--- config.mk ---
export PLATFORM = sky130hd
export DESIGN_NAME = riscv_load_wb_stage
export DESIGN_NICKNAME = d
export VERILOG_FILES = /design/src/rtl/riscv_load_wb_stage.sv
export SDC_FILE = /design/constraint.sdc
export NUM_CORES = 1
export LEC_CHECK = 0
export CORE_MARGIN = 3
export CORE_UTILIZATION = 43
export CTS_CLUSTER_DIAMETER = 60
export DETAILED_ROUTE_END_ITERATION = 7
export GPL_ROUTABILITY_DRIVEN = 0
export PLACE_DENSITY = 0.78
export SLEW_MARGIN = 40
export SYNTH_ARGS = -nofsm -noshare
export SYNTH_HDL_FRONTEND = slang
export SYNTH_SLANG_ARGS = --single-unit
--- constraint.sdc ---
create_clock -name clk -period 2.5 [get_ports clk]
set_input_delay 0.75 -clock clk [delete_from_list [all_inputs] [get_ports clk]]
set_output_delay 0.75 -clock clk [all_outputs]
set_load 0.1 [all_outputs]
--- src/rtl/riscv_load_wb_stage.sv ---
// Load writeback stage: waits for one or two data-memory responses per load,
// aligns and extends the loaded bytes, and writes them to the register file with their DIFT tag.
module riscv_load_wb_stage #(
    parameter int DATA_WIDTH = 32,
    parameter int ADDR_WIDTH = 5
) (
    input  logic                  clk,
    input  logic                  rst_n,
    input  logic                  ex_valid_i,
    output logic                  wb_ready_o,
    input  logic                  regfile_we_i,
    input  logic [ADDR_WIDTH-1:0] regfile_waddr_i,
    input  logic [1:0]            data_type_i,
    input  logic                  data_sign_ext_i,
    input  logic [1:0]            addr_lsb_i,
    input  logic                  data_rvalid_i,
    input  logic [DATA_WIDTH-1:0] data_rdata_i,
    input  logic                  data_rtag_i,
    output logic                  regfile_we_o,
    output logic [ADDR_WIDTH-1:0] regfile_waddr_o,
    output logic [DATA_WIDTH-1:0] regfile_wdata_o,
    output logic                  regfile_wdata_tag_o,
    output logic                  busy_o
);

    localparam int NB = DATA_WIDTH / 8;

    typedef enum logic [1:0] {
        IDLE,
        WAIT_FIRST,
        WAIT_SECOND
    } state_t;

    state_t                  state_q;
    logic [ADDR_WIDTH-1:0]   waddr_q;
    logic [1:0]              type_q;
    logic                    sign_q;
    logic [1:0]              lsb_q;
    logic                    mis_q;
    logic [DATA_WIDTH-1:0]   first_word_q;
    logic                    first_tag_q;

    logic                    we_out_q;
    logic [ADDR_WIDTH-1:0]   waddr_out_q;
    logic [DATA_WIDTH-1:0]   wdata_out_q;
    logic                    tag_out_q;

    logic                    final_rsp;
    logic                    accept;
    logic                    mis_d;
    logic [7:0]              src_bytes [2*NB];
    logic [DATA_WIDTH-1:0]   aligned_word;
    logic [DATA_WIDTH-1:0]   wdata_d;
    logic                    tag_d;

    assign final_rsp  = data_rvalid_i &
                        (((state_q == WAIT_FIRST) & ~mis_q) | (state_q == WAIT_SECOND));
    assign wb_ready_o = (state_q == IDLE) | final_rsp;
    assign accept     = ex_valid_i & wb_ready_o & regfile_we_i;
    assign mis_d      = (data_type_i[1] & (addr_lsb_i != 2'd0)) |
                        ((data_type_i == 2'b01) & (addr_lsb_i == 2'd3));

    // Byte stream seen by the load: the current response alone, or the stored first
    // response followed by the second one when the access straddles a word boundary.
    generate
        for (genvar gi = 0; gi < NB; gi++) begin : g_src
            assign src_bytes[gi]      = (state_q == WAIT_SECOND) ? first_word_q[8*gi +: 8]
                                                                 : data_rdata_i[8*gi +: 8];
            assign src_bytes[gi + NB] = (state_q == WAIT_SECOND) ? data_rdata_i[8*gi +: 8]
                                                                 : 8'h00;
        end
        for (genvar gi = 0; gi < NB; gi++) begin : g_align
            localparam logic [2:0] OFF = 3'(gi);
            assign aligned_word[8*gi +: 8] = src_bytes[OFF + {1'b0, lsb_q}];
        end
    endgenerate

    always_comb begin
        wdata_d = aligned_word;
        case (type_q)
            2'b00:   wdata_d = {{24{sign_q & aligned_word[7]}},  aligned_word[7:0]};
            2'b01:   wdata_d = {{16{sign_q & aligned_word[15]}}, aligned_word[15:0]};
            default: wdata_d = aligned_word;
        endcase
    end

    assign tag_d = data_rtag_i | ((state_q == WAIT_SECOND) & first_tag_q);

    always_ff @(posedge clk) begin
        if (!rst_n) begin
            state_q      <= IDLE;
            waddr_q      <= '0;
            type_q       <= '0;
            sign_q       <= 1'b0;
            lsb_q        <= '0;
            mis_q        <= 1'b0;
            first_word_q <= '0;
            first_tag_q  <= 1'b0;
            we_out_q     <= 1'b0;
            waddr_out_q  <= '0;
            wdata_out_q  <= '0;
            tag_out_q    <= 1'b0;
        end else begin
            we_out_q <= 1'b0;
            if (final_rsp) begin
                we_out_q    <= 1'b1;
                waddr_out_q <= waddr_q;
                wdata_out_q <= wdata_d;
                tag_out_q   <= tag_d;
            end

            case (state_q)
                IDLE: begin
                    if (accept) state_q <= WAIT_FIRST;
                end
                WAIT_FIRST: begin
                    if (data_rvalid_i) begin
                        if (mis_q) begin
                            first_word_q <= data_rdata_i;
                            first_tag_q  <= data_rtag_i;
                            state_q      <= WAIT_SECOND;
                        end else begin
                            state_q <= accept ? WAIT_FIRST : IDLE;
                        end
                    end
                end
                WAIT_SECOND: begin
                    if (data_rvalid_i) state_q <= accept ? WAIT_FIRST : IDLE;
                end
                default: state_q <= IDLE;
            endcase

            if (accept) begin
                waddr_q <= regfile_waddr_i;
                type_q  <= data_type_i;
                sign_q  <= data_sign_ext_i;
                lsb_q   <= addr_lsb_i;
                mis_q   <= mis_d;
            end
        end
    end

    assign regfile_we_o        = we_out_q;
    assign regfile_waddr_o     = waddr_out_q;
    assign regfile_wdata_o     = wdata_out_q;
    assign regfile_wdata_tag_o = tag_out_q;
    assign busy_o              = (state_q != IDLE);

endmodule

# == Word-level counts from Yosys, hierarchy flattened ==
# Index checks and enable logic that the tools add are counted.
# totals
register_bits,85
# classes
add_sub_neg,3
n_lt_le_gt_ge,4
n_eq_ne,8
muxes,28
n_bitwise,18
reduce_logical,6
# op_table
operator,n
2-to-1 mux 8 bit,16
binary-select mux 8 bit (select 3 bit),4
one-hot mux 32 bit (2 select lines),1
>= comparator 4 bit (second input constant),4
inverter 3 -> 4 bit,3
AND 1 bit,9
2-to-1 mux 2 bit,4
adder 2 x 2 -> 3 bit (first input constant),2
equality test 2 x 1 -> 1 bit (second input constant),3
!= test 2 bit (second input constant),3
one-hot mux 2 bit (3 select lines),1
AND reduction 3 bit,2
equality test 2 bit (second input constant),2
zero test 2 bit,2
inverter 2 -> 4 bit,1
bitwise OR 1 bit,4
nonzero test 2 bit,2
adder 1 x 2 -> 3 bit (first input constant),1
2-to-1 mux 1 bit,2
inverter 1 bit,1

# == Depth between registers and ports, before layout ==
# logic_depth
ltp_word,11
depth_mapped,11
mapped_depth_nobuf,7

# == Least setup slack after synthesis ==
# Ideal clock, no wire load.
# synth_path
path_type,register to register
start,reg lsb_q[0]
end,reg wdata_out_q[21] (netlist: regfile_wdata_o[21])
setup_time_ns,0.071
arrival_ns,2.465
required_ns,2.429
setup_slack_ns,-0.036
path_stages_with_launch,11
synth_period_minus_slack_ns,2.536
path_cell_list,dfxtp_1 > buf_4 > clkinv_1 > buf_2 > ha_1 > buf_2 > clkinv_1 > mux2_2 > o311a_2 > buf_4 > a21oi_1
# synth_via
elab_chain_len,7
# synth_lines
item,line_no,source
from (decl),38,logic [1:0] lsb_q;
from (signal assigned),137,lsb_q <= addr_lsb_i;
adder 1 x 2 -> 3 bit,74,"assign aligned_word[8*gi +: 8] = src_bytes[OFF + {1'b0, lsb_q}];"
inverter 3 -> 4 bit (implied by the code),74,
binary-select mux 8 bit (select 3 bit),74,
2-to-1 mux 8 bit (implied by the code) (2 in series),74,
AND 1 bit,82,"2'b01: wdata_d = {{16{sign_q & aligned_word[15]}}, aligned_word[15:0]};"
one-hot mux 32 bit (2 select lines) (*),80,case (type_q)
to (signal assigned),108,wdata_out_q <= wdata_d;
to (decl),45,logic [DATA_WIDTH-1:0] wdata_out_q;
# Mark *: on every way between the ends. The rest lies on a longest branch, timed or not. The select of a mux whose other input is x is not followed.
# A chain may end at the register's enable or synchronous reset.

# == Final worst setup path ==
# layout_path
start,in data_rvalid_i
end,out wb_ready_o
# layout_via
elab_chain_len,2
# layout_lines
item,line_no,source
from (decl),16,"input logic data_rvalid_i,"
AND 1 bit,56,assign final_rsp = data_rvalid_i &
bitwise OR 1 bit,58,assign wb_ready_o = (state_q == IDLE) | final_rsp;
to (decl),10,"output logic wb_ready_o,"
# No other way between the ends.

==> impl_metrics.yaml <==
status:
  status: "finished clean"
die:
  rows: 38
  start_util: 0.442
  fp.dieArea_mm2: 0.0125
  core_mm2: 0.0109
  io_pins: 89
  dieHeight_um: 112
  dieWidth_um: 112
final_layout:
  nets: 694
  final_cell_mix: "nand2_1 (111), buf_4 (97), dfxtp_1 (84), a21oi_1 (68), clkdlybuf4s50_1 (47)"
  syn_to_final_growth_pct: 29.7
  fillers: 942
  drive_gt1_frac: 0.251
  final_common_cell: "nand2_1"
  fin_area_mm2: 0.00624
  antenna_cells: 0
setup_path:
  crit_path_max_incr_delay_ns: 0.49
  crit_slowest_cell: "clkdlybuf4s50_1"
  crit_buf_inv: 2
  critPathLaunchType: "primary input"
  required_ns: 1.75
  endpoint_kind: "output pin"
  arrival_ns: 1.63
  crit_type: "in -> out"
  cp_max_fo: 2
  worstPathCellList: "clkdlybuf4s50_1 -> o21ai_2 -> nand2_1 -> buf_12"
  critical-path-top-delay-family: "buffers and inverters"
clock_tree:
  cts_root_buf: "clkbuf_8"
  cts_made_buffers: 9
  cts_tree: "yes"
  postCtsSetupBuffers: 0
  holdBufCountCts: 0
  cts_buffer_depth: 2
  clock_sinks: 85
  htree_levels: 3
  clkTransAtPathRegs_ns: 0.08
  cts_resized: 0
  clock_latency_ns: 0.36
timing:
  fin_crit_ns: 2.38
  setup_viol: 0
  grt_setup_unrepaired: "false"
  slew_viol_final: 0
  post-route-period-util: 0.950
  worst_pin_slew_ns: 0.710
  hold_viol: 0
  clock_skew_ns: 0.00968
  maxClockFrequency_ghz: 0.421
  slew_headroom: 0.526
  setup_ws_ns: 0.124
global_route:
  antenna_found_initial: 0
  grt_pass1_vias: 4402
  grt.overflow.total: 0
  grt_use_total: 0.223
  grt_max_degree: 62
  grt_pass1_wl_um: 22600
yosys:
  async_flop_share: 0
  syn_nets: 579
  synth_area_mm2: 0.00481
  syn_area_per_cell_um2: 9.10
  ys_top_cells_by_area: "dfxtp_1 (35%), mux4_2 (15%), nand2_1 (8.7%)"
  synthFlopType: "dfxtp_1"
  yosysUniqueCellTypes: 43
  synth_top_cell_area_share: 0.354
  synth.largest_area_cell: "dfxtp_1"
  ys_warn_count: 0
  syn_inst: 529
  synth_enable_flop_cells: 0
  synth_seq_cells: 85
  synth_seq_area_share: 0.354
routing:
  num_vias: 4564
  wl_per_cell_um: 17.8
  via_per_inst: 5.78
  dr.pass1.iters: 5
  postRouteAntennaNets: 0
  wirelength_um: 14100
  drc: 0
  drt_first_iter_violations: 456
power_and_ir_drop:
  ir_drop_mv: 0.279
  p_leak_nw: 2.32
  power.density_mw_per_mm2: 508
place:
  place_hpwl_um: 10200
  portBuffers: 88
  placed_cell_area_mm2: 0.00606
  place_ws_ns: -0.0880
job:
  cap_viol_max_count: 0
worst_hold_path:
  hold_class: "reg -> reg"
stage by stage:
step / TNS, ns / util / std cells / hold slack [ns] / power (mW)
3_3_place_gp: -0.170 / 0.557 / 773 / 0.441 / 2.22
2_1_floorplan: 0 / - / 529 / 0.431 / 1.94
6_report: 0 / 0.574 / 789 / 0.456 / 3.17
5_1_grt: 0 / 0.574 / 789 / 0.478 / 3.28
3_5_place_dp: -0.827 / 0.557 / 773 / 0.447 / 2.24
4_1_cts: 0 / 0.574 / 789 / 0.457 / 3.18
sequential cells by signal, indices dropped and copies added (netlist names):
| signal | flops |
|---|---|
| first_tag_q | 1 |
| first_word_q | 32 |
| lsb_q | 2 |
| mis_q | 1 |
| regfile_waddr_o | 5 |
| regfile_wdata_o | 32 |
| regfile_wdata_tag_o | 1 |
| regfile_we_o | 1 |
| sign_q | 1 |
| state_q | 2 |
| type_q | 2 |
| waddr_q | 5 |
layout make-up:
cell class | instances | area (um^2) | area share
clock buffer | 12 | 135 | 0.0216
inverter | 7 | 27.5 | 0.00441
tap | 140 | 175 | 0.0281
clock inverter | 4 | 48.8 | 0.00781
multi-input combinational | 392 | 2860 | 0.457
timing repair buffer | 149 | 1300 | 0.208
sequential | 85 | 1700 | 0.273
metal layers:
layer / global-route usage / wire length [um] / part of all wire
met3: 0.0364 / 1200 / 0.085
met2: 0.355 / 6690 / 0.48
met1: 0.297 / 5700 / 0.40
met5: 0 / 0 / 0
met4: 0.101 / 489 / 0.035
path summary, 6_finish.rpt:
path	startpoint	to	slack (ns)	cells after the start
worst max-delay path	data_rvalid_i	wb_ready_o	0.12	4
worst min-delay path	waddr_q[1]	regfile_waddr_o[1]	0.46	2
worst max register to register	state_q[0]	regfile_wdata_o[9]	0.19	6
worst min register to register	waddr_q[1]	regfile_waddr_o[1]	0.46	2
cells in the mapped netlist (all sizes together), types with 4 or more instances:
cell type / count
a22oi: 8
nor2: 40
buf: 19
a311oi: 8
nand2: 111
mux2: 5
a21oi: 68
o2bb2ai: 8
mux2i: 36
clkbuf: 26
o21ai: 27
nor3: 8
clkinv: 4
dfxtp: 85
mux4: 37
a221o: 7
power breakdown:
part / leakage [nW] / switching (mW) / internal (mW) / total [mW]
Sequential: 0.689 / 0.0256 / 1.39 / 1.42
Clock: 0.0943 / 0.493 / 0.462 / 0.955
Combinational: 1.54 / 0.481 / 0.321 / 0.802
Total: 2.32 / 1.00 / 2.18 / 3.17
kinds of logic (layout without fill, tap and decap cells):
kind of cell	count (synthesis)	after routing	synth area share
muxes	78	78	0.264
AOI/OAI and AO/OA	136	136	0.174
xor gates and xnor gates	1	1	0.00182
and+or+nand+nor	175	175	0.148
adders and majority gates	2	2	0.00520
DFF	85	85	0.354
buffers and inverters	52	172	0.0535
worst reg2reg max path, cell delays in order, from the launching register on:
cell and delay [ns]:
dfxtp_1 0.37, nand2b_2 0.17, buf_4 0.28, mux4_1 0.67, mux4_1 0.56, nand2_1 0.10
a21oi_1 0.06
Power figures use the tool's default switching activity.
